### src/rtl/atm_keypad_frontend.sv
// ATM keypad front end: assembles account, PIN, operation, amount and new PIN
// from a key strobe stream and hands one complete transaction downstream.
//
//   state   | meaning
//   IDLE  0 | no session; first digit opens ACC (unless locked)
//   ACC   1 | entering account number (1..10, up to 2 digits)
//   PIN   2 | entering 4-digit PIN
//   OPSEL 3 | single digit picks the operation
//   AMT   4 | entering amount (up to 5 digits, nonzero)
//   NPIN  5 | entering 4-digit new PIN (must differ from PIN)
//   ISSUE 6 | txn_valid pulse, fields frozen
//   WAIT  7 | waiting for atm_done, fields frozen
module atm_keypad_frontend #(
  parameter int MAX_FAILS = 3,
  parameter int TIMEOUT   = 1000
) (
  input  logic        clk,
  input  logic        rst,
  input  logic        key_valid,
  input  logic [3:0]  key_code,
  input  logic        atm_done,
  input  logic        atm_auth_fail,
  output logic [3:0]  acc_num,
  output logic [15:0] pin,
  output logic [15:0] new_pin,
  output logic [31:0] amount,
  output logic [2:0]  operation,
  output logic        txn_valid,
  output logic [2:0]  phase,
  output logic        entry_err,
  output logic        locked
);

  localparam logic [2:0] S_IDLE  = 3'd0;
  localparam logic [2:0] S_ACC   = 3'd1;
  localparam logic [2:0] S_PIN   = 3'd2;
  localparam logic [2:0] S_OPSEL = 3'd3;
  localparam logic [2:0] S_AMT   = 3'd4;
  localparam logic [2:0] S_NPIN  = 3'd5;
  localparam logic [2:0] S_ISSUE = 3'd6;
  localparam logic [2:0] S_WAIT  = 3'd7;

  localparam logic [3:0] K_BACK   = 4'd10;
  localparam logic [3:0] K_ENTER  = 4'd11;
  localparam logic [3:0] K_CANCEL = 4'd12;

  localparam int TW = $clog2(TIMEOUT + 1);
  localparam int FW = $clog2(MAX_FAILS + 1);
  localparam logic [TW-1:0] TMR_LOAD = TW'(TIMEOUT - 1);
  localparam logic [FW-1:0] FAIL_MAX = FW'(MAX_FAILS);

  logic [2:0]    state, state_n;
  // account held 7 bits wide so a two-digit entry like 11 is seen and rejected
  logic [6:0]    acc_q, acc_n;
  logic [1:0]    acc_cnt, acc_cnt_n;
  logic [15:0]   pin_q, pin_n, npin_q, npin_n;
  logic [2:0]    pin_cnt, pin_cnt_n, npin_cnt, npin_cnt_n;
  logic [31:0]   amt_q, amt_n;
  logic [2:0]    amt_cnt, amt_cnt_n;
  logic [2:0]    op_q, op_n;
  logic [FW-1:0] fail_cnt, fail_n;
  logic          lock_q, lock_n;
  logic          err_q, err_n;
  logic [TW-1:0] tmr;
  logic          clr, is_digit, tmr_active, timeout;

  assign is_digit   = (key_code <= 4'd9);
  assign tmr_active = (state >= S_ACC) && (state <= S_NPIN);
  // a key in the expiry cycle wins over the timeout
  assign timeout    = tmr_active && !key_valid && (tmr == '0);

  always_comb begin
    state_n    = state;
    acc_n      = acc_q;
    acc_cnt_n  = acc_cnt;
    pin_n      = pin_q;
    pin_cnt_n  = pin_cnt;
    amt_n      = amt_q;
    amt_cnt_n  = amt_cnt;
    npin_n     = npin_q;
    npin_cnt_n = npin_cnt;
    op_n       = op_q;
    fail_n     = fail_cnt;
    lock_n     = lock_q;
    err_n      = 1'b0;
    clr        = 1'b0;
    case (state)
      S_IDLE: if (key_valid && is_digit) begin
        if (lock_q) err_n = 1'b1;
        else begin
          state_n   = S_ACC;
          acc_n     = {3'b000, key_code};
          acc_cnt_n = 2'd1;
        end
      end
      S_ACC: if (key_valid) begin
        if (is_digit) begin
          if (acc_cnt == 2'd2) err_n = 1'b1;
          else begin
            acc_n     = acc_q * 7'd10 + {3'b000, key_code};
            acc_cnt_n = acc_cnt + 2'd1;
          end
        end else if (key_code == K_BACK) begin
          if (acc_cnt != 2'd0) begin
            acc_n     = acc_q / 7'd10;
            acc_cnt_n = acc_cnt - 2'd1;
          end
        end else if (key_code == K_ENTER) begin
          if (acc_q >= 7'd1 && acc_q <= 7'd10) state_n = S_PIN;
          else begin
            err_n     = 1'b1;
            acc_n     = '0;
            acc_cnt_n = '0;
          end
        end else if (key_code == K_CANCEL) clr = 1'b1;
      end
      S_PIN: if (key_valid) begin
        if (is_digit) begin
          if (pin_cnt == 3'd4) err_n = 1'b1;
          else begin
            pin_n     = pin_q * 16'd10 + {12'd0, key_code};
            pin_cnt_n = pin_cnt + 3'd1;
          end
        end else if (key_code == K_BACK) begin
          if (pin_cnt != 3'd0) begin
            pin_n     = pin_q / 16'd10;
            pin_cnt_n = pin_cnt - 3'd1;
          end
        end else if (key_code == K_ENTER) begin
          if (pin_cnt == 3'd4) state_n = S_OPSEL;
          else err_n = 1'b1;
        end else if (key_code == K_CANCEL) clr = 1'b1;
      end
      S_OPSEL: if (key_valid) begin
        if (is_digit) begin
          case (key_code)
            4'd3:       begin op_n = key_code[2:0]; state_n = S_ISSUE; end
            4'd4, 4'd5: begin op_n = key_code[2:0]; state_n = S_AMT;   end
            4'd6:       begin op_n = key_code[2:0]; state_n = S_NPIN;  end
            default:    err_n = 1'b1;
          endcase
        end else if (key_code == K_BACK) state_n = S_PIN;
        else if (key_code == K_CANCEL) clr = 1'b1;
      end
      S_AMT: if (key_valid) begin
        if (is_digit) begin
          if (amt_cnt == 3'd5) err_n = 1'b1;
          else begin
            amt_n     = amt_q * 32'd10 + {28'd0, key_code};
            amt_cnt_n = amt_cnt + 3'd1;
          end
        end else if (key_code == K_BACK) begin
          if (amt_cnt != 3'd0) begin
            amt_n     = amt_q / 32'd10;
            amt_cnt_n = amt_cnt - 3'd1;
          end
        end else if (key_code == K_ENTER) begin
          if (amt_cnt != 3'd0 && amt_q != 32'd0) state_n = S_ISSUE;
          else err_n = 1'b1;
        end else if (key_code == K_CANCEL) clr = 1'b1;
      end
      S_NPIN: if (key_valid) begin
        if (is_digit) begin
          if (npin_cnt == 3'd4) err_n = 1'b1;
          else begin
            npin_n     = npin_q * 16'd10 + {12'd0, key_code};
            npin_cnt_n = npin_cnt + 3'd1;
          end
        end else if (key_code == K_BACK) begin
          if (npin_cnt != 3'd0) begin
            npin_n     = npin_q / 16'd10;
            npin_cnt_n = npin_cnt - 3'd1;
          end
        end else if (key_code == K_ENTER) begin
          if (npin_cnt == 3'd4 && npin_q != pin_q) state_n = S_ISSUE;
          else begin
            err_n      = 1'b1;
            npin_n     = '0;
            npin_cnt_n = '0;
          end
        end else if (key_code == K_CANCEL) clr = 1'b1;
      end
      S_ISSUE: state_n = S_WAIT;
      S_WAIT: if (atm_done) begin
        clr = 1'b1;
        if (atm_auth_fail) begin
          fail_n = (fail_cnt == FAIL_MAX) ? fail_cnt : fail_cnt + 1'b1;
          if (fail_n == FAIL_MAX) lock_n = 1'b1;
        end else begin
          fail_n = '0;
        end
      end
    endcase
    if (timeout) begin
      clr   = 1'b1;
      err_n = 1'b1;
    end
    if (clr) begin
      state_n    = S_IDLE;
      acc_n      = '0;
      acc_cnt_n  = '0;
      pin_n      = '0;
      pin_cnt_n  = '0;
      amt_n      = '0;
      amt_cnt_n  = '0;
      npin_n     = '0;
      npin_cnt_n = '0;
      op_n       = '0;
    end
  end

  always_ff @(posedge clk) begin
    if (rst) begin
      state    <= S_IDLE;
      acc_q    <= '0;
      acc_cnt  <= '0;
      pin_q    <= '0;
      pin_cnt  <= '0;
      amt_q    <= '0;
      amt_cnt  <= '0;
      npin_q   <= '0;
      npin_cnt <= '0;
      op_q     <= '0;
      fail_cnt <= '0;
      lock_q   <= 1'b0;
      err_q    <= 1'b0;
      tmr      <= '0;
    end else begin
      state    <= state_n;
      acc_q    <= acc_n;
      acc_cnt  <= acc_cnt_n;
      pin_q    <= pin_n;
      pin_cnt  <= pin_cnt_n;
      amt_q    <= amt_n;
      amt_cnt  <= amt_cnt_n;
      npin_q   <= npin_n;
      npin_cnt <= npin_cnt_n;
      op_q     <= op_n;
      fail_cnt <= fail_n;
      lock_q   <= lock_n;
      err_q    <= err_n;
      if (key_valid || state_n != state) tmr <= TMR_LOAD;
      else if (tmr_active && tmr != '0) tmr <= tmr - 1'b1;
    end
  end

  assign acc_num   = acc_q[3:0];
  assign pin       = pin_q;
  assign new_pin   = npin_q;
  assign amount    = amt_q;
  assign operation = op_q;
  assign txn_valid = (state == S_ISSUE);
  assign phase     = state;
  assign entry_err = err_q;
  assign locked    = lock_q;

endmodule

### config.mk
export PLATFORM = sky130hd
export DESIGN_NAME = atm_keypad_frontend
export DESIGN_NICKNAME = d
export VERILOG_FILES = /design/src/rtl/atm_keypad_frontend.sv
export SDC_FILE = /design/constraint.sdc
export NUM_CORES = 1
export LEC_CHECK = 0
export CORE_UTILIZATION = 44
export DETAILED_ROUTE_END_ITERATION = 10
export GPL_ROUTABILITY_DRIVEN = 1
export PLACE_DENSITY = 0.59
export SYNTH_ARGS = -nofsm -noshare
export SYNTH_HDL_FRONTEND = slang
export SYNTH_SLANG_ARGS = --single-unit
export TNS_END_PERCENT = 100
### constraint.sdc
create_clock -name clk -period 17.61 [get_ports clk]
set_input_delay 3.522 -clock clk [delete_from_list [all_inputs] [get_ports clk]]
set_output_delay 3.522 -clock clk [all_outputs]
set_load 0.02 [all_outputs]
=== Word-level counts from Yosys, hierarchy flattened ===
Index checks and enable logic that the tools add are counted.

* Register bits after elaboration: 102
* Bits of input ports: 9
* Logic and storage cells: 234

* Add/sub/neg operators: 14
* $mul: 4
* Divide/modulo/power cells: 4
* Magnitude comparators: 5
* Equal/unequal tests: 34
* Multiplexer cells: 122
* Reduce and logical (&&, ||, !) cells: 36

{| class="wikitable"
|+ Operator list
! operator !! count
|-
| 16-bit two-way mux || 10
|-
| 32-bit two-way mux || 4
|-
| 3-bit two-way mux || 40
|-
| 7-bit two-way mux || 9
|-
| 1-bit two-way mux || 40
|-
| 16-bit by 4-bit adder with 16-bit output || 2
|-
| 32-bit by 4-bit adder with 32-bit output || 1
|-
| 16-bit by 4-bit divider with 16-bit output (second input constant) || 2
|-
| 32-bit by 4-bit divider with 32-bit output (second input constant) || 1
|-
| 16-bit by 3-bit multiplier with 15-bit output (second input constant) || 2
|-
| 32-bit by 3-bit multiplier with 31-bit output (second input constant) || 1
|-
| 32-bit nonzero test || 1
|-
| 2-bit two-way mux || 11
|-
| 3-bit == test (second input constant) || 7
|-
| 3-bit one-hot mux with 7 select lines || 1
|-
| 10-bit two-way mux || 2
|-
| 16-bit != test || 1
|-
| 7-bit one-hot mux with 2 select lines || 1
|-
| 4-bit by 3-bit == test with 1-bit output (second input constant) || 3
|-
| 4-bit == test (second input constant) || 3
|-
| 2-bit != test (second input constant) || 6
|-
| 4-bit != test (second input constant) || 3
|-
| 2-bit nonzero test || 6
|-
| 3-bit nonzero test || 4
|-
| other kinds (37) || 58
|}

=== Longest topological paths before layout ===
* Depth in word-level cells: 12
* Depth in mapped cells: 46
* Gate-level depth less buffers: 36

=== Worst setup path after synthesis ===
OpenSTA, ideal clock, no wires.

* Path kind: register -> register
* Start: register amt_q[29], in the netlist amount[29]
* End: register amt_q[0], in the netlist amount[0]
* Setup time: 0.074 ns
* Arrival time: 9.046 ns
* Required time: 17.536 ns
* Path slack: 8.490 ns
* Stages on the path, launching flop included: 43
* Path buffers: 7
* Period minus slack after synthesis: 9.120 ns
* Cell sequence: dfxtp_1 > buf_4 > or3b_1 > a22o_1 > a31oi_2 > nand2_1 > and3_1 > a211o_1 > a31o_1 > and2_1 > buf_6 > o221a_1 > o21a_1 > buf_6 > or3_1 > a41oi_2 > nand2b_1 > buf_4 > [7 not listed] > o22ai_1 > a2111oi_4 > o221ai_2 > o21a_1 > a2bb2oi_2 > and2_1 > buf_6 > maj3_2 > a21oi_2 > o21ai_0 > o221ai_1 > nand2_1 > a311oi_2 > o211ai_2 > and3_1 > o32ai_1 > o21ai_0 > a31oi_1

* Word-level cells in the longest chain between the ends: 4

{| class="wikitable"
|+ RTL lines
! item !! RTL line !! text
|-
| start: declaration || 58 || <nowiki>logic [31:0] amt_q, amt_n;</nowiki>
|-
| start signal: assignment || 234 || <nowiki>amt_q <= amt_n;</nowiki>
|-
| 32-bit by 4-bit divider with 32-bit output || 154 || <nowiki>amt_n = amt_q / 32'd10;</nowiki>
|-
| 32-bit two-way mux || 153 || <nowiki>if (amt_cnt != 3'd0) begin</nowiki>
|-
| 32-bit two-way mux || 152 || <nowiki>end else if (key_code == K_BACK) begin</nowiki>
|-
| 32-bit two-way mux || 146 || <nowiki>if (is_digit) begin</nowiki>
|}

Every way passes these cells. The select of a mux whose other input is x is not followed.
A chain may end at the register's enable or synchronous reset.

=== Worst setup path in the final report ===
Same ends and word-level chain as after synthesis.

==> flow_metrics.tcl <==
set metrics [dict create \
    wl_um 51390 \
    pin_count 86 \
    final_common_cell "nor2_1" \
    power_uw 498.9 \
    drt_iter0_markers 1439 \
    vias 17830 \
    crit_required_ns 17.92 \
    grt_overflow 0 \
    arrival_ns 11.94 \
    hold_buffers 0 \
    worstRegToRegCells 36 \
    min_from "fail_cnt[0]$_SDFFE_PP0P_" \
    clk_pin_slew_ns 0.08 \
    cp.depth 36 \
    cts-root-buf "clkbuf_16" \
    crit_path_start_kind "flip-flop" \
    grt.total_usage 0.2591 \
    core-area_um2 37840 \
    crit_path_max_incr_delay_ns 1.13 \
    clock_latency_ns 0.37 \
    max_freq_ghz 0.08598 \
    synth-main-ff-cell "dfxtp_1" \
    synth.yosys.seq_area_share 0.1203 \
    layout-drive-gt1-share 0.05976 \
    status "finished, final reports clean" \
    die_area_um2 39370 \
    die_width_um 198.4 \
    min_period_over_period 0.6604 \
    cap_viol_max_count 0 \
    antenna_found_initial 0 \
    clockBufferDepth 2 \
    maxSlewViolCount 0 \
    cts.repair.resized 0 \
    dp_hpwl_um 37420 \
    setup_tns_ns 0 \
    worstReg2RegEnd "amount[0]$_SDFFE_PP0P_" \
    rsz0062_at_grt "false" \
    dieHeight_um 198.4 \
    drc 0 \
    cp_top_family "compound AO/OA/AOI/OAI gates" \
    grt_pass1_vias 16520 \
    avgRoutedWirePerCell_um 18.11 \
    synth_edf_count 0 \
    internal_power_uw 354.3 \
    syn_area_um2 16980 \
    syn_to_final_growth_pct 7.238 \
    cts_buffers 9 \
    leakage_uw 0.006874 \
    synth_warnings 0 \
    postSynthAreaPerCell_um2 7.166 \
    ys_types 131 \
    cts_tree "built" \
    rrSetupSlack_ns 5.98 \
    r2r-start "amount[29]$_SDFFE_PP0P_" \
    grt_max_degree 80 \
    whs_ns 0.4855 \
    gp_congestion 0.9213 \
    layout_common_cells "230 x nor2_1, 191 x a21oi_1, 184 x nand2_1, 131 x o21ai_0, 130 x xnor2_1" \
    seq_power_share 0.482 \
    p_sw_frac 0.2899 \
    final_nets 2465 \
    clkPwrFrac 0.412 \
    synth-async-reset-ratio 0 \
    layout_min_cycle_time_ns 11.63 \
    start_util 0.4486 \
    antenna_cells 0 \
    vias_per_cell 6.285 \
    cp-end-kind "flip-flop" \
    hold_violations 0 \
    setup_viol 0 \
    htree_levels 3 \
    syn-num-nets 2513 \
    post_cts_buffers 0 \
    vdd_ir_drop_max_mv 0.03919 \
    holdPathEnd "fail_cnt[0]$_SDFFE_PP0P_" \
    comb_power_share 0.107 \
    grt_pass1_wl_um 84900 \
    p_per_area_nw_per_um2 27.41 \
    netSwitchingPower_uw 144.6 \
    worst_slew_pin_slew_ns 1.217 \
    path_buf_inv 1 \
    crit_path_top_delay_cell "dfxtp_1" \
    ant_nets 0 \
    n_fill_cell 3817 \
    ys_ff_latch 102 \
    fin_skew_ns 0.01571 \
    worstHoldPathCells 2 \
    drt_pre_antenna_iters 7 \
    rows 71 \
    cp_max_fo 36 \
    port_buffers 85 \
    cts_num_sinks 102 \
    syn-instance-count 2369 \
    relSlewSlack 0.1874 \
    critPathKind "reg -> reg" \
    hold_path_class "reg -> reg" \
]
-- routing by layer --
metal / routed length [µm] / part of all wire / global-route usage / vias up
li1: - / - / - / 8735
met1: 24840 / 0.48 / 0.3749 / 8443
met2: 23240 / 0.45 / 0.4178 / 591
met3: 2599 / 0.051 / 0.01695 / 61
met4: 710 / 0.014 / 0.05869 / 0
met5: 0 / 0 / 0 / -
-- layout make-up --
| cell class | count | area (µm²) | area share |
|---|---|---|---|
| Inverter | 115 | 431.7 | 0.02371 |
| Tap cell | 511 | 639.4 | 0.03512 |
| Clock buffer | 10 | 229.0 | 0.01258 |
| Multi-Input combinational cell | 1982 | 13760 | 0.7557 |
| Timing Repair Buffer | 111 | 1046 | 0.05746 |
| Clock inverter | 6 | 60.06 | 0.003299 |
| Sequential cell | 102 | 2042 | 0.1122 |
-- worst max path at each step --
stage	from	endpoint	slack (ns)
6_report	amount[29]$_SDFFE_PP0P_	amount[0]$_SDFFE_PP0P_	5.98
5_1_grt	amount[29]$_SDFFE_PP0P_	amount[0]$_SDFFE_PP0P_	4.90
4_1_cts	amount[29]$_SDFFE_PP0P_	amount[0]$_SDFFE_PP0P_	6.20
3_5_place_dp	amount[29]$_SDFFE_PP0P_	amount[0]$_SDFFE_PP0P_	6.22
3_3_place_gp	amount[29]$_SDFFE_PP0P_	amount[1]$_SDFFE_PP0P_	6.50
2_1_floorplan	amount[29]$_SDFFE_PP0P_	amount[0]$_SDFFE_PP0P_	8.49
-- logic make-up after synthesis --
kind of cell             Yosys count  share of synthesized area
AO/OA/AOI/OAI                    821                     0.3479
AND/OR/NAND/NOR                  803                     0.2365
buffers and inverters            285                    0.07068
XOR/XNOR                         187                    0.09847
adder cells (fa/ha/maj)          144                     0.1094
flip-flops                       102                     0.1203
multiplexers                      27                    0.01680
-- per-stage QoR --
| step | setup slack (ns) | area [µm²] | std cells | util |
|---|---|---|---|---|
| final | 5.980 | 18210 | 2837 | 0.4811 |
| after global routing | 4.898 | 18210 | 2837 | 0.4811 |
| after CTS | 6.196 | 18210 | 2837 | 0.4811 |
| after detailed placement | 6.220 | 17920 | 2821 | 0.4734 |
| after global placement | 6.498 | 17920 | 2821 | 0.4734 |
| after floorplan | 8.490 | 16980 | 2369 | - |
-- sequential cells by signal, indices dropped and copies added, names as in the netlist, 3 cells and up --
| name | count |
|---|---|
| npin_cnt | 3 |
| tmr | 10 |
| amount | 32 |
| operation | 3 |
| new_pin | 16 |
| acc_q | 7 |
| pin | 16 |
| phase | 3 |
| pin_cnt | 3 |
| amt_cnt | 3 |
-- synthesized netlist by cell type (all sizes together), types with 31 or more instances --
cell      n  area (µm²)
nor2    234       893.4
and3     33       211.5
xnor2   131        1155
a31oi    38       271.5
nand2   188       720.7
o211ai   34       270.3
buf      57       344.1
a211oi   35       272.8
a221oi   38       339.1
nand3    73       375.4
xor2     56       516.8
dfxtp   102        2042
a21oi   193       973.4
nor2b    34       212.7
o21bai   35       262.8
nand2b   37       231.5
nor3     51       260.3
o21ai   152       787.0
a22oi    31       251.5
clkbuf  113       424.2
ha      125        1564
inv     107       401.6
-- power by group through the flow --
stage,logic (µW),registers (µW),clock network (µW)
floorplan,39.8,243,0
global placement,52.2,246,0
detailed placement,52.8,246,0
CTS,53.2,240,211
global route,58.9,241,219
finish,53.2,240,205
-- worst reg2reg max path, delay by kind of cell (launching register included) --
family | cells | cell delay (ns)
AOI/OAI and AO/OA | 21 | 6.14
and+or+nand+nor | 11 | 2.99
DFF | 1 | 1.13
xor gates and xnor gates | 2 | 0.71
muxes | 1 | 0.39
buffers and inverters | 1 | 0.20
(Power assumes the default switching activity.)
